==> src/rtl/multdiv_pkg.sv <==
// Shared definitions for the multdiv sequencing controller: FSM state
// encoding and the rstatus exception writeback constants.
package multdiv_pkg;

  typedef logic [1:0] state_t;

  localparam state_t ST_IDLE  = 2'd0;
  localparam state_t ST_BUSY  = 2'd1;
  localparam state_t ST_DONE  = 2'd2;
  localparam state_t ST_DRAIN = 2'd3;

  // Exceptions are reported as a write of a cause code to rstatus ($30).
  localparam logic [4:0] RSTATUS_REG = 5'd30;
  localparam logic [7:0] RSTATUS_MUL = 8'd4;
  localparam logic [7:0] RSTATUS_DIV = 8'd5;

  // Cause code for the operation kind that raised the exception.
  function automatic logic [7:0] rstatus_code(input logic is_div);
    return is_div ? RSTATUS_DIV : RSTATUS_MUL;
  endfunction

endpackage

==> src/rtl/multdiv_watchdog.sv <==
// Cycle watchdog for the multdiv controller. Counts cycles while i_run is
// high and flags o_timeout in the TIMEOUT-th cycle. The count restarts
// whenever i_run drops or i_clear is pulsed (entry into a new wait state).
// Only instantiated when MULTDIV_WATCHDOG_EN is defined.
module multdiv_watchdog #(
  parameter int TIMEOUT = 40
) (
  input  logic clock,
  input  logic reset,
  input  logic i_run,
  input  logic i_clear,
  output logic o_timeout
);

  localparam int CW = $clog2(TIMEOUT + 1);
  localparam logic [CW-1:0] LIMIT = CW'(TIMEOUT - 1);

  logic [CW-1:0] r_count;

  // The first waiting cycle sees count 0, so LIMIT = TIMEOUT-1 fires in the TIMEOUT-th cycle.
  assign o_timeout = i_run & (r_count == LIMIT);

  // Wait-cycle counter, restarted on entry to each wait state.
  always_ff @(posedge clock or posedge reset) begin
    if (reset) begin
      r_count <= '0;
    end else if (!i_run || i_clear) begin
      r_count <= '0;
    end else if (!o_timeout) begin
      r_count <= r_count + 1'b1;
    end
  end

endmodule

==> src/rtl/multdiv_ctrl.sv <==
// Sequencing controller for the shared multi-cycle multiplier/divider.
// Accepts mul/div requests from the execute stage, latches operands, issues
// a one-cycle start pulse, stalls the pipeline until the result returns and
// presents a single writeback beat (or an rstatus write on exception).
// Flushes while in flight either discard the pending result (DRAIN) or
// cancel the writeback.
// Optional: define MULTDIV_WATCHDOG_EN to bound the BUSY/DRAIN waits to
// TIMEOUT cycles; a BUSY timeout is reported as an exception writeback.
module multdiv_ctrl
  import multdiv_pkg::*;
#(
  parameter int DATA_W  = 32,
  parameter int REG_W   = 5,
  parameter int TIMEOUT = 40
) (
  input  logic              clock,
  input  logic              reset,
  input  logic              mul_req,
  input  logic              div_req,
  input  logic [DATA_W-1:0] op_a,
  input  logic [DATA_W-1:0] op_b,
  input  logic [REG_W-1:0]  rd_in,
  input  logic              flush,
  output logic              md_ctrl_mult,
  output logic              md_ctrl_div,
  output logic [DATA_W-1:0] md_op_a,
  output logic [DATA_W-1:0] md_op_b,
  input  logic [DATA_W-1:0] md_result,
  input  logic              md_exception,
  input  logic              md_ready,
  output logic              stall,
  output logic              wb_valid,
  output logic [REG_W-1:0]  wb_rd,
  output logic [DATA_W-1:0] wb_data,
  output logic              wb_exc,
  input  logic              wb_ack
);

  state_t             r_state;
  logic [REG_W-1:0]   r_rd;
  logic               r_is_div;

  logic               w_req;
  logic               w_accept;
  logic               w_pulse;
  logic               w_ready;
  logic               w_timeout;

  assign w_req    = mul_req | div_req;
  assign w_accept = (r_state == ST_IDLE) & w_req & ~flush;
  // The multdiv unit cannot answer in the same cycle it is started.
  assign w_pulse  = md_ctrl_mult | md_ctrl_div;
  assign w_ready  = md_ready & ~w_pulse;

`ifdef MULTDIV_WATCHDOG_EN
  logic w_wd_run;
  logic w_wd_clear;

  assign w_wd_run   = (r_state == ST_BUSY) | (r_state == ST_DRAIN);
  // BUSY -> DRAIN is the only direct move between the two wait states.
  assign w_wd_clear = (r_state == ST_BUSY) & flush & ~w_ready;

  multdiv_watchdog #(
    .TIMEOUT (TIMEOUT)
  ) u_watchdog (
    .clock     (clock),
    .reset     (reset),
    .i_run     (w_wd_run),
    .i_clear   (w_wd_clear),
    .o_timeout (w_timeout)
  );
`else
  // TIMEOUT has no effect without the watchdog; this always evaluates to 0.
  assign w_timeout = (TIMEOUT < 0);
`endif

  // Pipeline freeze: the only combinational output.
  always_comb begin
    stall = 1'b0;
    case (r_state)
      ST_IDLE:  stall = w_req & ~flush;
      ST_BUSY:  stall = 1'b1;
      ST_DONE:  stall = ~wb_ack;
      ST_DRAIN: stall = w_req & ~flush;
      default:  stall = 1'b0;
    endcase
  end

  // Controller FSM with registered start pulses, operands and writeback beat.
  always_ff @(posedge clock or posedge reset) begin
    if (reset) begin
      r_state      <= ST_IDLE;
      r_rd         <= '0;
      r_is_div     <= 1'b0;
      md_ctrl_mult <= 1'b0;
      md_ctrl_div  <= 1'b0;
      md_op_a      <= '0;
      md_op_b      <= '0;
      wb_valid     <= 1'b0;
      wb_rd        <= '0;
      wb_data      <= '0;
      wb_exc       <= 1'b0;
    end else begin
      md_ctrl_mult <= 1'b0;
      md_ctrl_div  <= 1'b0;
      case (r_state)
        ST_IDLE: begin
          if (w_accept) begin
            // mul has priority when both requests are decoded together.
            md_ctrl_mult <= mul_req;
            md_ctrl_div  <= ~mul_req;
            r_is_div     <= ~mul_req;
            md_op_a      <= op_a;
            md_op_b      <= op_b;
            r_rd         <= rd_in;
            r_state      <= ST_BUSY;
          end
        end
        ST_BUSY: begin
          if (w_ready && flush) begin
            r_state <= ST_IDLE;
          end else if (w_ready) begin
            wb_valid <= 1'b1;
            wb_exc   <= md_exception;
            wb_rd    <= md_exception ? REG_W'(RSTATUS_REG) : r_rd;
            wb_data  <= md_exception ? DATA_W'(rstatus_code(r_is_div)) : md_result;
            r_state  <= ST_DONE;
          end else if (flush) begin
            r_state <= ST_DRAIN;
          end else if (w_timeout) begin
            wb_valid <= 1'b1;
            wb_exc   <= 1'b1;
            wb_rd    <= REG_W'(RSTATUS_REG);
            wb_data  <= DATA_W'(rstatus_code(r_is_div));
            r_state  <= ST_DONE;
          end
        end
        ST_DONE: begin
          if (wb_ack || flush) begin
            wb_valid <= 1'b0;
            wb_exc   <= 1'b0;
            wb_rd    <= '0;
            wb_data  <= '0;
            r_state  <= ST_IDLE;
          end
        end
        ST_DRAIN: begin
          // The abandoned operation's result is dropped on arrival.
          if (md_ready || w_timeout) begin
            r_state <= ST_IDLE;
          end
        end
        default: r_state <= ST_IDLE;
      endcase
    end
  end

endmodule
==> config.mk <==
export PLATFORM = sky130hd
export DESIGN_NAME = multdiv_ctrl
export DESIGN_NICKNAME = d
export VERILOG_FILES = /design/src/rtl/multdiv_pkg.sv /design/src/rtl/multdiv_watchdog.sv /design/src/rtl/multdiv_ctrl.sv
export SDC_FILE = /design/constraint.sdc
export NUM_CORES = 1
export LEC_CHECK = 0
export ABC_AREA = 0
export CAP_MARGIN = 20
export CORE_MARGIN = 3
export CORE_UTILIZATION = 38
export DETAILED_ROUTE_END_ITERATION = 8
export DONT_BUFFER_PORTS = 1
export PLACE_DENSITY = 0.53
export SLEW_MARGIN = 10
export SYNTH_ARGS = -nofsm -noshare
export SYNTH_HDL_FRONTEND = slang
export SYNTH_SLANG_ARGS = --single-unit
==> constraint.sdc <==
create_clock -name clock -period 3.95 [get_ports clock]
set_input_delay 0.9875 -clock clock [delete_from_list [all_inputs] [get_ports clock]]
set_output_delay 0.9875 -clock clock [all_outputs]
set_load 0.02 [all_outputs]
==> impl_results.md, run 1 <==
* Status: finished clean
* Worst-Margin Slew at between 0.5 and 0.6 ns
* Crit-path max FO at 12
* First-pass iteration count of the detailed router at 4
* Final WL at slightly below 10000 um
* Initial DRC Count at between 150 and 200
* # hold bufs at CTS at 0
* Grt total ovfl at 0
* Routed len/inst at 19.0 um
* Critical Path Stages at 4
* Peak supply drop at 0.455 mV
* Sink Count at between 100 and 150
* Fin crit period at between 2 and 3 ns
* CP required at roughly 3.0 ns
* Vias in the first global route at ~2800
* Pleak at ~2.3 nW
* Post-synthesis compound-gate area fraction at 0.0647
* R2R depth at 6
* Synth Area in Simple Gates at 0.0805
* Proportion of layout cells with a drive suffix above 1 at 0.292
* Buf/Inv on CP at 2
* Max_slew headroom at 0.610
* Buffer type at the clock tree root: clkbuf_16
* Final Hold Viols at 0
* CP max stage delay at about 0.52 ns
* CTS tree: built
* Synth warn at 0
* Worst setup path category: register to output port
* Max Slew Vio Count at 0
* FF+latch count, synth at 113
* Worst slack, placed at roughly 1.1 ns
* Routed vias/inst at slightly above 5
* Num CTS Buffers at 17
* Postcts setup bufs at 0
* Final Skew at between 0.01 and 0.015 ns
* Unrepaired setup endpoints after global routing: no
* Multiplexer share of the synthesized area at 0.178
* Achievable Freq at ~0.33 GHz
* Gr usage total at 0.154
* CP endpoint: stall
* Core box area at around 11000 um2
* Rows at 38
* Final #Nets at between 400 and 500
* Post_cts resized at 0
* Syn_nets at approximately 460
* Max clock buf depth at 2
* CP top delay family: compound AO/OA/AOI/OAI gates
* Startpoint Class: register
* Placed inst area at about 4600 um2
* Setup TNS at 0 ns
* Synth Area in XOR/XNOR at 0
* Die area at roughly 13000 um2
* # diodes at 0
* DIE WIDTH at roughly 110 um
* Pin count of the biggest net entering global routing at 79
* H-Tree Depth at 4
* Worst path cell trace: inv_1 -> ha_1 -> inv_1 -> o221ai_1
* Reg2reg end: wb_data[2]$_DFFE_PP0P_
* Tot Pwr at between 5 and 6 mW
* Critical path endpoint category: output port
* Tightest Hold Check Type: primary input to async pin
* Register area share after synthesis at 0.639
* Post-Syn Area at roughly 4400 um2
* Final setup margin at approximately 0.96 ns
* Final setup viols at 0
* Arrival time at the worst endpoint at ~2.0 ns
* Primary FF master, synth: dfrtp_1
* RR Startpoint: r_state[0]$_DFFE_PP0P_
* Antenna violations before repair at 0
* Initial Util at 0.398
* Most used cell, CP: inv_1
* Post-DP HPWL at roughly 6800 um
* Number of placed I/O pins at roughly 220
* I/O Buffers at 0
* Largest family of logic cells by synthesized area: multiplexers
* Number of synthesized flops with an enable pin at 0
* Adder-cell area share of the yosys netlist at 0.0113
* Slowest CP cell: o221ai_1
* Vias at around 2600
* Power Density at roughly 1000 nW/um2
* Synthesized area per cell at ~13 um2
* Synth-to-layout area growth at 16.9%
* Final instance area at ~5200 um2
* Clock-pin slew on the worst setup and hold paths at roughly 0.050 ns
* Crit path launch: r_state[0]$_DFFE_PP0P_
* Final worst-path cycle share at 0.757
* Synth cell types at 26
* Routed Antenna Nets at 0
* Placer Congestion at just under 0.7
* Die Y at approximately 110 um
* Drt drc at 0
* First-pass GRT wire length at around 15000 um
* R2R setup slack at approximately 1.7 ns
* Clk Latency, worst-skew pair at between 0.4 and 0.5 ns
* Mapped Cells at ~350
* Ys async rst share at 1.00
* Max Cap Viol at 0
==> layer usage <==
metal,vias to the layer above,share of wire,track usage
met4,0,0.022,0.0808
li1,1197,-,-
met5,-,0,0
met2,166,0.47,0.229
met3,17,0.15,0.102
met1,1250,0.37,0.166
==> synthesized netlist by cell type, types with 2 or more instances <==
library cell / number / area, um2
buf_6: 3 / 33.8
nand2_1: 74 / 278
nor2_1: 12 / 45.0
clkbuf_1: 10 / 37.5
o31ai_2: 2 / 25.0
o21ai_1: 14 / 70.1
o22a_1: 2 / 17.5
inv_1: 6 / 22.5
dfrtp_1: 113 / 2830
o31ai_1: 4 / 30.0
o21ai_0: 19 / 95.1
ha_1: 4 / 50.1
buf_1: 7 / 26.3
mux2_2: 69 / 777
==> placed cells by master, fill, tap and decap left out, drive strengths merged <==
master,synthesis,routed
mux2,69,69
o21bai,1,1
o21ai,33,33
nor3b,1,1
clkinv,0,3
o21a,1,1
a21oi,1,1
dfrtp,113,113
mux2i,1,1
o221ai,1,1
nor3,1,1
o22a,2,2
bufinv,0,2
a2111o,1,1
buf,10,5
or3b,1,1
inv,6,5
and3,1,1
clkinvlp,0,1
and2,1,1
a221oi,1,1
o31ai,6,6
nor2,12,12
clkbuf,10,26
nand2,74,74
ha,4,4
==> state kept, by name, indices dropped and copies added, names as in the netlist <==
register,flops
r_is_div,1
md_op_a,32
wb_exc,1
wb_data,32
r_state,2
md_op_b,32
wb_rd,5
md_ctrl_div,1
md_ctrl_mult,1
r_rd,5
wb_valid,1
==> how the worst min path moves through the flow <==
stage,from,endpoint,slack (ns),cells after the start
after CTS,reset,md_ctrl_mult$_DFF_PP0_,0.51,1
after global routing,reset,md_ctrl_mult$_DFF_PP0_,0.52,1
after global placement,r_rd[4]$_DFFE_PP0P_,r_rd[4]$_DFFE_PP0P_,0.49,1
final,reset,md_ctrl_mult$_DFF_PP0_,0.51,1
after floorplan,r_is_div$_DFFE_PP0P_,r_is_div$_DFFE_PP0P_,0.46,2
after detailed placement,r_rd[2]$_DFFE_PP0P_,r_rd[2]$_DFFE_PP0P_,0.50,1
==> where the power goes <==
group / internal, mW / switching (mW)
Clock: 1.00 / 0.489
Combinational: 0.545 / 0.547
Sequential: 1.69 / 0.974
Total: 3.24 / 2.01
==> kinds of logic (layout without fill, tap and decap cells) <==
group	count (synthesis)	in the layout
flops	113	113
buf+inv	26	42
fa+ha+maj	4	4
compound gates	47	47
simple gates	91	91
mux	70	70
==> through the flow <==
step | hold WS, ns | cells | utilization
final | 0.506 | 507 | 0.465
after global routing | 0.522 | 507 | 0.465
after CTS | 0.505 | 506 | 0.463
after detailed placement | 0.500 | 475 | 0.411
after global placement | 0.491 | 475 | 0.411
after floorplan | 0.462 | 351 | -
==> layout make-up <==
type                       count  area (um2)
fill                        1052        5950
sequential                   113        2830
multi-input combinational    212        1490
clock buffer                  26         509
tap                          140         175
clock inverter                 5        75.1
timing repair buffer           5        75.1
inverter                       6        26.3
Note: power is estimated with default switching activity, not from simulation.
==> run 2: changes to the inputs <==
--- a/config.mk
+++ b/config.mk
@@ -5,13 +5,13 @@
 export SDC_FILE = /design/constraint.sdc
 export NUM_CORES = 1
 export LEC_CHECK = 0
-export ABC_AREA = 0
+export ABC_AREA = 1
 export CAP_MARGIN = 20
 export CORE_MARGIN = 3
 export CORE_UTILIZATION = 38
 export DETAILED_ROUTE_END_ITERATION = 8
 export DONT_BUFFER_PORTS = 1
-export PLACE_DENSITY = 0.53
+export PLACE_DENSITY = 0.51
 export SLEW_MARGIN = 10
 export SYNTH_ARGS = -nofsm -noshare
 export SYNTH_HDL_FRONTEND = slang
==> constraint.sdc (replaced) <==
create_clock -name clock -period 2.8 [get_ports clock]
set_input_delay 0.7 -clock clock [delete_from_list [all_inputs] [get_ports clock]]
set_output_delay 0.7 -clock clock [all_outputs]
set_load 0.02 [all_outputs]
==> impl_results.md, run 2 <==
* Status: finished clean (unchanged)
* I/O Buffers at 0 (unchanged)
* Final WL at 11900 um (was 9620 um)
* Power Density at 1400 nW/um2 (was 1010 nW/um2)
* First-pass iteration count of the detailed router at 4 (unchanged)
* Worst slack, placed at 0.591 ns (was 1.11 ns)
* Synth warn at 0 (unchanged)
* CP endpoint: stall (unchanged)
* Antenna violations before repair at 0 (unchanged)
* Pleak at 3.05 nW (was 2.33 nW)
* Routed len/inst at 15.3 um (was 19.0 um)
* Area contributors post-synth: dfrtp_1, nand2_1, nand3_1 (was dfrtp_1, mux2_2, nand2_1)
* Final setup viols at 0 (unchanged)
* Met3 usage at 0.0914 (was 0.102)
* CP required at 2.10 ns (was 2.96 ns)
* R2R depth at 8 (was 6)
* Syn_nets at 713 (was 464)
* RR Startpoint: r_state[0]$_DFFE_PP0P_ (unchanged)
* Fin crit period at 2.32 ns
* DIE WIDTH at 119 um (was 114 um)
* Final instance area at 5580 um2 (was 5170 um2)
* Final #Nets at 709 (was 468)
* Die Y at 119 um (was 114 um)
* Rows at 40 (was 38)
* Final worst-path cycle share at 0.830
* Crit path launch: r_state[0]$_DFFE_PP0P_ (unchanged)
* Post-Syn Area at 4820 um2 (was 4430 um2)
* Sink Count at 113 (unchanged)
* Crit-path max FO at 14 (was 12)
* Count leader, synth: nand2_1 (was dfrtp_1)
* FF+latch count, synth at 113 (unchanged)
* Arrival time at the worst endpoint at 1.62 ns (was 2.00 ns)
* First-pass GRT wire length at 19600 um (was 15000 um)
* Number of placed I/O pins at 215 (unchanged)
* Vias in the first global route at 3664 (was 2844)
* Startpoint Class: register (unchanged)
* CTS tree: built (unchanged)
* Setup TNS at 0 ns (unchanged)
* Critical path endpoint category: output port (unchanged)
* Biggest regs: md_op_a: 32 flops, md_op_b: 32 flops, wb_data: 32 flops (unchanged)
* Max clock buf depth at 2 (unchanged)
* H-Tree Depth at 4 (unchanged)
* Routed vias/inst at 4.72 (was 5.19)
* Buffer type at the clock tree root: clkbuf_16 (unchanged)
* Worst-Margin Slew at 0.692 ns (was 0.584 ns)
* Gr usage total at 0.175 (was 0.154)
* # hold bufs at CTS at 0 (unchanged)
* Grt peak-use layer: met2 (unchanged)
* Synth cell count leaders: nand2_1, dfrtp_1, nor2_1 (was dfrtp_1, nand2_1, mux2_2)
* Core box area at 12200 um2 (was 11100 um2)
* Routed Antenna Nets at 0 (unchanged)
* Max Cap Viol at 0 (unchanged)
* # diodes at 0 (unchanged)
* Post-DP HPWL at 8020 um (was 6800 um)
* Ys async rst share at 1.00 (unchanged)
* Tot Pwr at 7.82 mW (was 5.25 mW)
* Num CTS Buffers at 17 (unchanged)
* Tightest Hold Check Type: primary input to async pin (unchanged)
* Grt total ovfl at 0 (unchanged)
* Proportion of layout cells with a drive suffix above 1 at 0.0755 (was 0.292)
* Mapped Cells at 600 (was 351)
* Met1 usage at 0.195 (was 0.166)
* Final Hold Viols at 0 (unchanged)
* Placed inst area at 4970 um2 (was 4570 um2)
* Final setup margin at 0.477 ns (was 0.962 ns)
* Met2 GRT Util at 0.280 (was 0.229)
* Vias at 3668 (was 2630)
* Initial DRC Count at 185 (was 186)
* Synth cell types at 20 (was 26)
* Postcts setup bufs at 0 (unchanged)
* Reg2reg end: wb_data[0]$_DFFE_PP0P_ (was wb_data[2]$_DFFE_PP0P_)
* Synth-to-layout area growth at 15.9% (was 16.9%)
* Commonest cells after routing, fill and taps aside: nand2_1, dfrtp_1, nor2_1 (was dfrtp_1, nand2_1, mux2_2)
* Hold_ws at 0.196 ns (was 0.506 ns)
* Initial Util at 0.394 (was 0.398)
* Final Skew at 0.0122 ns (was 0.0105 ns)
* Die area at 14100 um2 (was 13000 um2)
* Number of synthesized flops with an enable pin at 0 (unchanged)
* Pin count of the biggest net entering global routing at 72 (was 79)
* Synthesized area per cell at 8.03 um2 (was 12.6 um2)
* Clock-pin slew on the worst setup and hold paths at 0.05 ns (about the same)
* Most common cell after layout, fill and taps aside: nand2_1 (was dfrtp_1)
* Drt drc at 0 (unchanged)
* Unrepaired setup endpoints after global routing: no (unchanged)
* Clk Latency, worst-skew pair at 0.41 ns (about the same)
* Post_cts resized at 0 (unchanged)
* Achievable Freq at about 0.43 GHz
* Worst setup path category: register to output port (unchanged)
* Yosys top cell by area: dfrtp_1 (unchanged)
* Max_slew headroom at 0.539 (was 0.610)
* Max Slew Vio Count at 0 (unchanged)
* Register area share after synthesis at 0.587 (was 0.639)
* R2R setup slack at 0.74 ns (was 1.66 ns)
* Top-area cell type share of the netlist area at 0.587 (was 0.639)
* Placer Congestion at 0.770 (was 0.694)
* Primary FF master, synth: dfrtp_1 (unchanged)
* Peak supply drop at 0.565 mV (was 0.455 mV)
run 2: changes by cell type in the layout (fill, tap and decap cells not counted), sizes merged, moves of 2 or more:
cell      previous run  this run
clkinvlp             1         3
clkbuf              26        22
mux2                69         0
o21ai               33         4
nand2               74       332
nor2                12        50
buf                  5        11
inv                  5        12
o31ai                6         0
nand3                0        43
o22a                 2         0
clkinv               3         6
a21oi                1         5
run 2: stage by stage:
stage,cells,utilization
floorplan,600,-
global route,777,0.457
CTS,776,0.456
global placement,744,0.407
finish,777,0.457
detailed placement,744,0.407
run 2: worst max-delay path, stage by stage (launching register included):
cell and delay (ns):
dfrtp_1 0.40, inv_1 0.10, ha_2 0.34, a21oi_1 0.11
o21ai_0 0.09, buf_4 0.17
run 2: cell type report:
cell class	instances	area, um2
inverter	14	56.3
clock inverter	10	134
timing repair buffer	11	108
clock buffer	22	464
sequential	113	2830
fill	1246	6630
multi-input combinational	439	1780
tap	168	210
run 2: report_power, final:
part	internal (mW)	switching [mW]	leakage [nW]
clock	1.44	0.727	0.290
sequential	2.41	1.48	1.43
combinational	0.583	1.18	1.32
total	4.43	3.39	3.05
run 2: kinds of logic after synthesis:
group,after synthesis,share of synthesized area
buffers and inverters,48,0.0473
AOI/OAI and AO/OA,9,0.0109
and+or+nand+nor,426,0.344
adders and majority gates,4,0.0104
DFF,113,0.587
run 2: worst min path at each step:
stage	startpoint	end
final	reset	wb_data[7]$_DFFE_PP0P_
after global routing	reset	wb_data[7]$_DFFE_PP0P_
after CTS	reset	wb_data[7]$_DFFE_PP0P_
after detailed placement	r_rd[2]$_DFFE_PP0P_	r_rd[2]$_DFFE_PP0P_
after global placement	r_rd[1]$_DFFE_PP0P_	r_rd[1]$_DFFE_PP0P_
after floorplan	r_is_div$_DFFE_PP0P_	r_is_div$_DFFE_PP0P_
run 2: routing by layer:
layer	wire, um	up-vias
met4	163	0
met3	1400	11
li1	-	1820
met5	0	-
met2	5720	174
met1	4580	1663
